`config.mk`:
```
export PLATFORM = sky130hd
export DESIGN_NAME = md_divider
export DESIGN_NICKNAME = d
export VERILOG_FILES = /design/src/rtl/md_pkg.sv /design/src/rtl/md_div_step.sv /design/src/rtl/md_divider.sv
export SDC_FILE = /design/constraint.sdc
export NUM_CORES = 1
export LEC_CHECK = 0
export BUFFER_PORTS_ARGS = -buffer_cell sky130_fd_sc_hd__buf_4
export CAP_MARGIN = 20
export CORE_ASPECT_RATIO = 1.4
export CORE_MARGIN = 4
export CORE_UTILIZATION = 56
export CTS_CLUSTER_DIAMETER = 30
export DETAILED_ROUTE_END_ITERATION = 7
export PLACE_DENSITY = 0.84
export SETUP_SLACK_MARGIN = 0.5
export SYNTH_ARGS = -nofsm -noshare
export SYNTH_HDL_FRONTEND = slang
export SYNTH_SLANG_ARGS = --single-unit
```
`constraint.sdc`:
```
create_clock -name clk -period 4.7 [get_ports clk]
set_clock_uncertainty 0.15 [all_clocks]
set_input_delay 0.705 -clock clk [delete_from_list [all_inputs] [get_ports clk]]
set_output_delay 0.705 -clock clk [all_outputs]
set_load 0.05 [all_outputs]
```
`src/rtl/md_pkg.sv`:
```
`default_nettype none
// ============================================================================
//  Module      : md_pkg
//  Description : Shared definitions for the RV32M divider: operation
//                encodings, FSM state type, datapath width and small helpers.
//  Revision    : 1.0 - initial release
// ============================================================================
package md_pkg;

    localparam int MD_XLEN = 32;

    // Operation select as driven by decode on de2ex_div_op
    localparam logic [1:0] DIV_OP_DIV  = 2'b00;
    localparam logic [1:0] DIV_OP_DIVU = 2'b01;
    localparam logic [1:0] DIV_OP_REM  = 2'b10;
    localparam logic [1:0] DIV_OP_REMU = 2'b11;

    typedef enum logic [1:0] {
        IDLE = 2'd0,
        CALC = 2'd1,
        DONE = 2'd2
    } div_state_t;

    // Bit 0 of the encoding distinguishes unsigned from signed ops
    function automatic logic op_is_signed(input logic [1:0] op);
        return ~op[0];
    endfunction

    // Bit 1 of the encoding selects the remainder rather than the quotient
    function automatic logic op_is_rem(input logic [1:0] op);
        return op[1];
    endfunction

    // Conditional two's-complement negation (mod 2^XLEN)
    function automatic logic [MD_XLEN-1:0] neg_if(input logic [MD_XLEN-1:0] x,
                                                  input logic               neg);
        return neg ? -x : x;
    endfunction

endpackage
`default_nettype wire

```
`src/rtl/md_div_step.sv`:
```
`default_nettype none
// ============================================================================
//  Module      : md_div_step
//  Description : One combinational restoring-division iteration. Shifts the
//                next dividend bit into the partial remainder and subtracts
//                the divisor when it fits.
//  Ports       : rem_in  - partial remainder before this step (XLEN+1 bits)
//                dvd_msb - dividend bit being brought down
//                dsr     - divisor magnitude
//                rem_out - partial remainder after this step
//                q_bit   - quotient bit produced by this step
//  Revision    : 1.0 - initial release
// ============================================================================
module md_div_step #(
    parameter int XLEN = 32
) (
    input  logic [XLEN:0]   rem_in,
    input  logic            dvd_msb,
    input  logic [XLEN-1:0] dsr,
    output logic [XLEN:0]   rem_out,
    output logic            q_bit
);

    logic [XLEN:0] w_shift;
    logic [XLEN:0] w_diff;

    // rem_in[XLEN] is the bit shifted out the top; when set the shifted value
    // is at least 2^(XLEN+1) and therefore always exceeds the divisor.
    assign w_shift = {rem_in[XLEN-1:0], dvd_msb};
    assign w_diff  = w_shift - {1'b0, dsr};
    assign q_bit   = rem_in[XLEN] | (w_shift >= {1'b0, dsr});
    assign rem_out = q_bit ? w_diff : w_shift;

endmodule
`default_nettype wire

```
`src/rtl/md_divider.sv`:
```
`default_nettype none
// ============================================================================
//  Module      : md_divider
//  Description : Iterative RV32M divider (DIV/DIVU/REM/REMU). Restoring
//                algorithm, one quotient bit per cycle, 32 iterations.
//                Divide-by-zero and signed overflow finish in one cycle.
//  Ports       : clk, rstn                 - clock, async active-low reset
//                de2ex_div_start           - division request
//                de2ex_div_op              - 00 DIV, 01 DIVU, 10 REM, 11 REMU
//                de2ex_rd_oprand1_ffout    - dividend
//                de2ex_rd_oprand2_ffout    - divisor
//                ex_flush                  - abort in-flight / requested op
//                div2mem_divvalid          - one-cycle result-valid pulse
//                div2mem_wr_wdata          - result, held until next result
//                div2ex_busy               - pipeline stall request
//  Revision    : 1.0 - initial release
// ============================================================================
module md_divider
    import md_pkg::*;
#(
    parameter int XLEN = MD_XLEN
) (
    input  logic            clk,
    input  logic            rstn,
    input  logic            de2ex_div_start,
    input  logic [1:0]      de2ex_div_op,
    input  logic [XLEN-1:0] de2ex_rd_oprand1_ffout,
    input  logic [XLEN-1:0] de2ex_rd_oprand2_ffout,
    input  logic            ex_flush,
    output logic            div2mem_divvalid,
    output logic [XLEN-1:0] div2mem_wr_wdata,
    output logic            div2ex_busy
);

    localparam logic [XLEN-1:0] C_MIN_NEG = {1'b1, {(XLEN-1){1'b0}}};
    localparam logic [4:0]      C_LAST    = 5'd31;

    div_state_t      r_state;
    div_state_t      w_state_next;
    logic            r_s1;
    logic            r_s2;
    logic            r_is_rem;
    logic [XLEN:0]   r_rem;
    logic [XLEN-1:0] r_dvd;      // dividend shifts out the top, quotient in at the bottom
    logic [XLEN-1:0] r_dsr;
    logic [4:0]      r_cnt;
    logic [XLEN-1:0] r_result;

    logic            w_accept;
    logic            w_busy;
    logic            w_valid;
    logic            w_load_special;
    logic            w_load_calc;
    logic            w_signed;
    logic            w_sign1;
    logic            w_sign2;
    logic            w_div0;
    logic            w_ovf;
    logic            w_special;
    logic [XLEN-1:0] w_special_result;
    logic [XLEN:0]   w_rem_next;
    logic            w_q_bit;
    logic [XLEN-1:0] w_quo_next;
    logic [XLEN-1:0] w_calc_result;

    // ---------------------------------------------------------------- decode
    assign w_signed  = op_is_signed(de2ex_div_op);
    assign w_sign1   = w_signed & de2ex_rd_oprand1_ffout[XLEN-1];
    assign w_sign2   = w_signed & de2ex_rd_oprand2_ffout[XLEN-1];
    assign w_div0    = (de2ex_rd_oprand2_ffout == '0);
    assign w_ovf     = w_signed & (de2ex_rd_oprand1_ffout == C_MIN_NEG)
                                & (de2ex_rd_oprand2_ffout == '1);
    assign w_special = w_div0 | w_ovf;

    // Special results bypass the sign fixup: x/0 returns all-ones and x
    // regardless of operand signs.
    always_comb begin
        w_special_result = '0;
        if (op_is_rem(de2ex_div_op)) begin
            w_special_result = w_div0 ? de2ex_rd_oprand1_ffout : '0;
        end else begin
            w_special_result = w_div0 ? '1 : C_MIN_NEG;
        end
    end

    // -------------------------------------------------------------- datapath
    md_div_step #(
        .XLEN    (XLEN)
    ) u_step (
        .rem_in  (r_rem),
        .dvd_msb (r_dvd[XLEN-1]),
        .dsr     (r_dsr),
        .rem_out (w_rem_next),
        .q_bit   (w_q_bit)
    );

    assign w_quo_next    = {r_dvd[XLEN-2:0], w_q_bit};
    // The result register is written on the edge into DONE, so the value is
    // already on div2mem_wr_wdata during the valid cycle.
    assign w_calc_result = r_is_rem ? neg_if(w_rem_next[XLEN-1:0], r_s1)
                                    : neg_if(w_quo_next, r_s1 ^ r_s2);

    // ------------------------------------------------------------------- FSM
    always_ff @(posedge clk or negedge rstn) begin
        if (!rstn) begin
            r_state <= IDLE;
        end else begin
            r_state <= w_state_next;
        end
    end

    always_comb begin
        w_state_next   = r_state;
        w_accept       = 1'b0;
        w_busy         = 1'b0;
        w_valid        = 1'b0;
        w_load_special = 1'b0;
        w_load_calc    = 1'b0;
        case (r_state)
            IDLE: begin
                if (de2ex_div_start && !ex_flush) begin
                    w_accept = 1'b1;
                    w_busy   = 1'b1;
                    if (w_special) begin
                        w_load_special = 1'b1;
                        w_state_next   = DONE;
                    end else begin
                        w_state_next   = CALC;
                    end
                end
            end
            CALC: begin
                w_busy = 1'b1;
                if (ex_flush) begin
                    w_state_next = IDLE;
                end else if (r_cnt == C_LAST) begin
                    w_load_calc  = 1'b1;
                    w_state_next = DONE;
                end
            end
            DONE: begin
                // Pulse is driven even if flushed this cycle
                w_valid      = 1'b1;
                w_state_next = IDLE;
            end
            default: begin
                w_state_next = IDLE;
            end
        endcase
    end

    always_ff @(posedge clk or negedge rstn) begin
        if (!rstn) begin
            r_s1     <= 1'b0;
            r_s2     <= 1'b0;
            r_is_rem <= 1'b0;
            r_rem    <= '0;
            r_dvd    <= '0;
            r_dsr    <= '0;
            r_cnt    <= '0;
            r_result <= '0;
        end else begin
            if (w_accept) begin
                r_s1     <= w_sign1;
                r_s2     <= w_sign2;
                r_is_rem <= op_is_rem(de2ex_div_op);
                r_rem    <= '0;
                r_dvd    <= neg_if(de2ex_rd_oprand1_ffout, w_sign1);
                r_dsr    <= neg_if(de2ex_rd_oprand2_ffout, w_sign2);
                r_cnt    <= '0;
            end else if (r_state == CALC) begin
                r_rem    <= w_rem_next;
                r_dvd    <= w_quo_next;
                r_cnt    <= r_cnt + 5'd1;
            end

            if (w_load_special) begin
                r_result <= w_special_result;
            end else if (w_load_calc) begin
                r_result <= w_calc_result;
            end
        end
    end

    assign div2mem_divvalid = w_valid;
    assign div2mem_wr_wdata = r_result;
    assign div2ex_busy      = w_busy;

endmodule
`default_nettype wire

```
==> flow_metrics.py <==
metrics = {
    "status": {
        "outcome": "finished clean",
    },
    "synth": {
        "yosysWarnings": 0,
        "async_flop_share_pct": 100.0,
        "syn-cell-area_sq_mm": 0.01173,
        "syn_avg_cell_area_sq_um": 7.508,
        "synth_edf_count": 0,
        "synth_cells": 1562,
        "synth_nets": 1672,
        "yosysTopAreaCell": "dfrtp_1",
        "ys_top_cells_by_count": "nand2_1 (241), nor2_1 (157), o21ai_0 (157)",
        "yosysTopAreaCellShare_pct": 29.66,
        "synthFlopType": "dfrtp_1",
        "synth_cell_types": 78,
        "yosys_register_bits": 139,
        "synth_most_common_cell": "nand2_1",
        "synthTopCellsByArea": "dfrtp_1 (30%), nand2_1 (7.7%), o21ai_0 (6.7%)",
        "yosysSeqAreaShare_pct": 29.66,
    },
    "finish": {
        "multi_input_area_sq_mm": 0.008260,
        "nFillCells": 1660,
        "n_antenna_cell": 0,
        "area_delta_synth_final_pct": 21.24,
        "nNetsFinal": 1769,
        "fin_area_sq_mm": 0.01422,
        "regArea_sq_mm": 0.003486,
        "layout-drive-gt1-share_pct": 19.08,
        "instances_no_fill": 1928,
    },
    "global_routing": {
        "grt_start_max_net_pins": 69,
        "grt_usage_pct": 35.02,
        "gr-total-overflow": 0,
        "grt_pass1_wl_um": 64200,
        "antenna_found_initial": 0,
        "grt_pass1_vias": 12200,
    },
    "worst_setup_path": {
        "critical_path_class": "register to register",
        "rrSetupSlack_ps": 500,
        "critPathMaxFanout": 5,
        "arrival_ps": 4340,
        "end_kind": "register",
        "timing.critical_path.slowest_cell_delay_ps": 440,
        "cp_top_family": "compound AO/OA/AOI/OAI gates",
        "cp.required_ps": 4850,
        "crit_path_top_delay_cell": "dfrtp_1",
        "startpoint_type": "register",
        "worstPathCellList": "ha_4 > inv_2 > fa_2 > a21o_1 > a221o_2 > a21oi_2 > o21ai_0 > nand2_1 > xor2_1 > a31oi_1 > nor3_4 > nand2_1 > o31ai_2 > xor2_1 > a31oi_1",
        "crit_buf_inv": 1,
    },
    "placement": {
        "routabilityCongestion": 0.9339,
        "dp_cells": 1873,
        "io_buffer_count": 103,
        "dpl.hpwl_um": 29990,
        "placedInstanceArea_sq_mm": 0.01286,
    },
    "routing": {
        "wl_per_cell_um": 21.33,
        "vias_per_cell": 6.588,
        "num_vias": 12700,
        "drtAntennaViolNets": 0,
        "firstDrtPassIters": 6,
        "drt_iter0_drc": 1062,
        "routed_wl_um": 41120,
        "drc": 0,
    },
    "timing": {
        "rsz0062_at_grt": "true",
        "hold_viol_final": 0,
        "period_share_pct": 89.32,
        "layout_min_cycle_time_ps": 4198,
        "tightest_slew_ps": 953.7,
        "max_slew_margin_pct": 36.29,
        "slew_violations": 0,
        "finalSetupViolCount": 0,
        "fmax_mhz": 238.2,
        "holdWs_ps": 108.3,
        "fin_tns_setup_ps": 0,
    },
    "floorplan": {
        "core_sq_mm": 0.02056,
        "rows": 62,
        "initial_utilization_pct": 57.05,
        "dieArea_sq_mm": 0.02335,
        "die_height_um": 179.2,
        "die_w_um": 130.3,
        "ios": 104,
    },
    "clocking": {
        "insertion_delay_ps": 450,
        "ctsHtreeMaxLevel": 4,
        "postCtsHoldBufs": 0,
        "cts_sinks": 139,
        "cts_tree": "done",
        "cts_made_buffers": 17,
        "clockBufferDepth": 2,
        "cts-root-buf": "clkbuf_16",
        "clk_pin_slew_worst_paths_ps": 70,
    },
    "job": {
        "cap_violations": 0,
    },
    "power": {
        "vdd_drop_max_uv": 380.9,
        "power_density_mw_per_mm2": 708.1,
        "p_leak_nw": 6.025,
        "finalPower_mw": 10.07,
    },
    "worst_hold_path": {
        "hold_class": "input port to async pin",
    },
}
layout by cell type, fill, tap and decap left out, types with 13 or more instances in the layout:
cell type / count
o31ai_1: 27
ha_1: 13
a211oi_1: 19
a21o_1: 14
nor3_1: 31
ha_2: 13
inv_1: 56
nor2_1: 152
clkbuf_16: 17
o21ai_0: 149
a31oi_1: 47
dfrtp_1: 133
xor2_1: 64
nand2b_1: 15
nand4_1: 21
nand2_1: 239
nand3_1: 30
xnor2_1: 77
nor4_1: 19
buf_4: 163
a21oi_1: 88
ha_4: 13
mux2i_1: 14
per-stage QoR:
| step | worst slack [ps] | util (%) |
|---|---|---|
| finish | 502.0 | 69.17 |
| global route | 368.9 | 69.17 |
| CTS | 508.1 | 67.26 |
| detailed placement | -13.77 | 62.57 |
| global placement | 30.06 | 62.54 |
| floorplan | 507.8 | - |
what timing repair did:
| action | in CTS | in global routing |
|---|---|---|
| setup endpoints to repair | 23 | 23 |
| gates resized for setup | 37 | 68 |
| buffers inserted | 15 | 8 |
| pin swaps | 12 | 22 |
worst register-to-register path: stages (launching register included):
cell and delay (ps):
dfrtp_1 440, ha_4 170, inv_2 30, fa_2 350, a21o_1 220, a221o_2 420, a21oi_2 230, o21ai_0 190
nand2_1 120, xor2_1 420, a31oi_1 290, nor3_4 270, nand2_1 100, o31ai_2 220, xor2_1 300, a31oi_1 120
final timing paths:
check	cells past startpoint	to	startpoint
min in group clk	2	r_dsr[23]$_DFFE_PN0P_	r_dsr[23]$_DFFE_PN0P_
worst max register to register	15	div2mem_wr_wdata[31]$_DFFE_PN0P_	r_dsr[0]$_DFFE_PN0P_
worst max-delay path	15	div2mem_wr_wdata[31]$_DFFE_PN0P_	r_dsr[0]$_DFFE_PN0P_
worst min-delay path	1	r_cnt[2]$_DFFE_PN0N_	rstn
max in group asynchronous	2	r_dvd[23]$_DFFE_PN0N_	rstn
worst min register to register	2	r_dsr[23]$_DFFE_PN0P_	r_dsr[23]$_DFFE_PN0P_
logic make-up (layout without fill, tap and decap cells):
logic type      after synthesis  count (layout)  share of synthesized area, %
simple gates                599             599                         23.33
compound gates              472             472                         25.11
buf+inv                     149             259                         5.100
xor+xnor                    142             142                         10.60
flops                       139             139                         29.66
fa+ha+maj                    40              40                         4.332
mux                          21              21                         1.856
state kept, by name, indices dropped and copies added, names as in the netlist:
signal and flops:
div2mem_wr_wdata 32, r_cnt 5, r_dsr 32, r_dvd 32
r_is_rem 1, r_rem 33, r_s1 1, r_s2 1
r_state 2
layout make-up:
type | instances | share of cell area [%]
Clock buffer | 18 | 3.089
Timing Repair Buffer | 167 | 8.985
Clock inverter | 14 | 1.461
Inverter | 60 | 1.602
Tap cell | 256 | 2.253
Sequential cell | 139 | 24.52
Multi-Input combinational cell | 1274 | 58.10
power breakdown:
group | leakage, nW | internal (mW) | switching (mW)
registers | 1.75 | 1.49 | 0.443
logic | 3.96 | 2.63 | 3.99
clock network | 0.310 | 0.916 | 0.595
total | 6.03 | 5.04 | 5.03
layer usage:
layer | up-vias | routed length (um) | GRT usage, %
li1 | 5775 | - | -
met1 | 6081 | 15290 | 41.58
met2 | 653 | 19890 | 57.90
met3 | 193 | 2692 | 5.216
met4 | 0 | 3247 | 23.74
met5 | - | 0 | 0
Note: power is estimated with default switching activity, not from simulation.
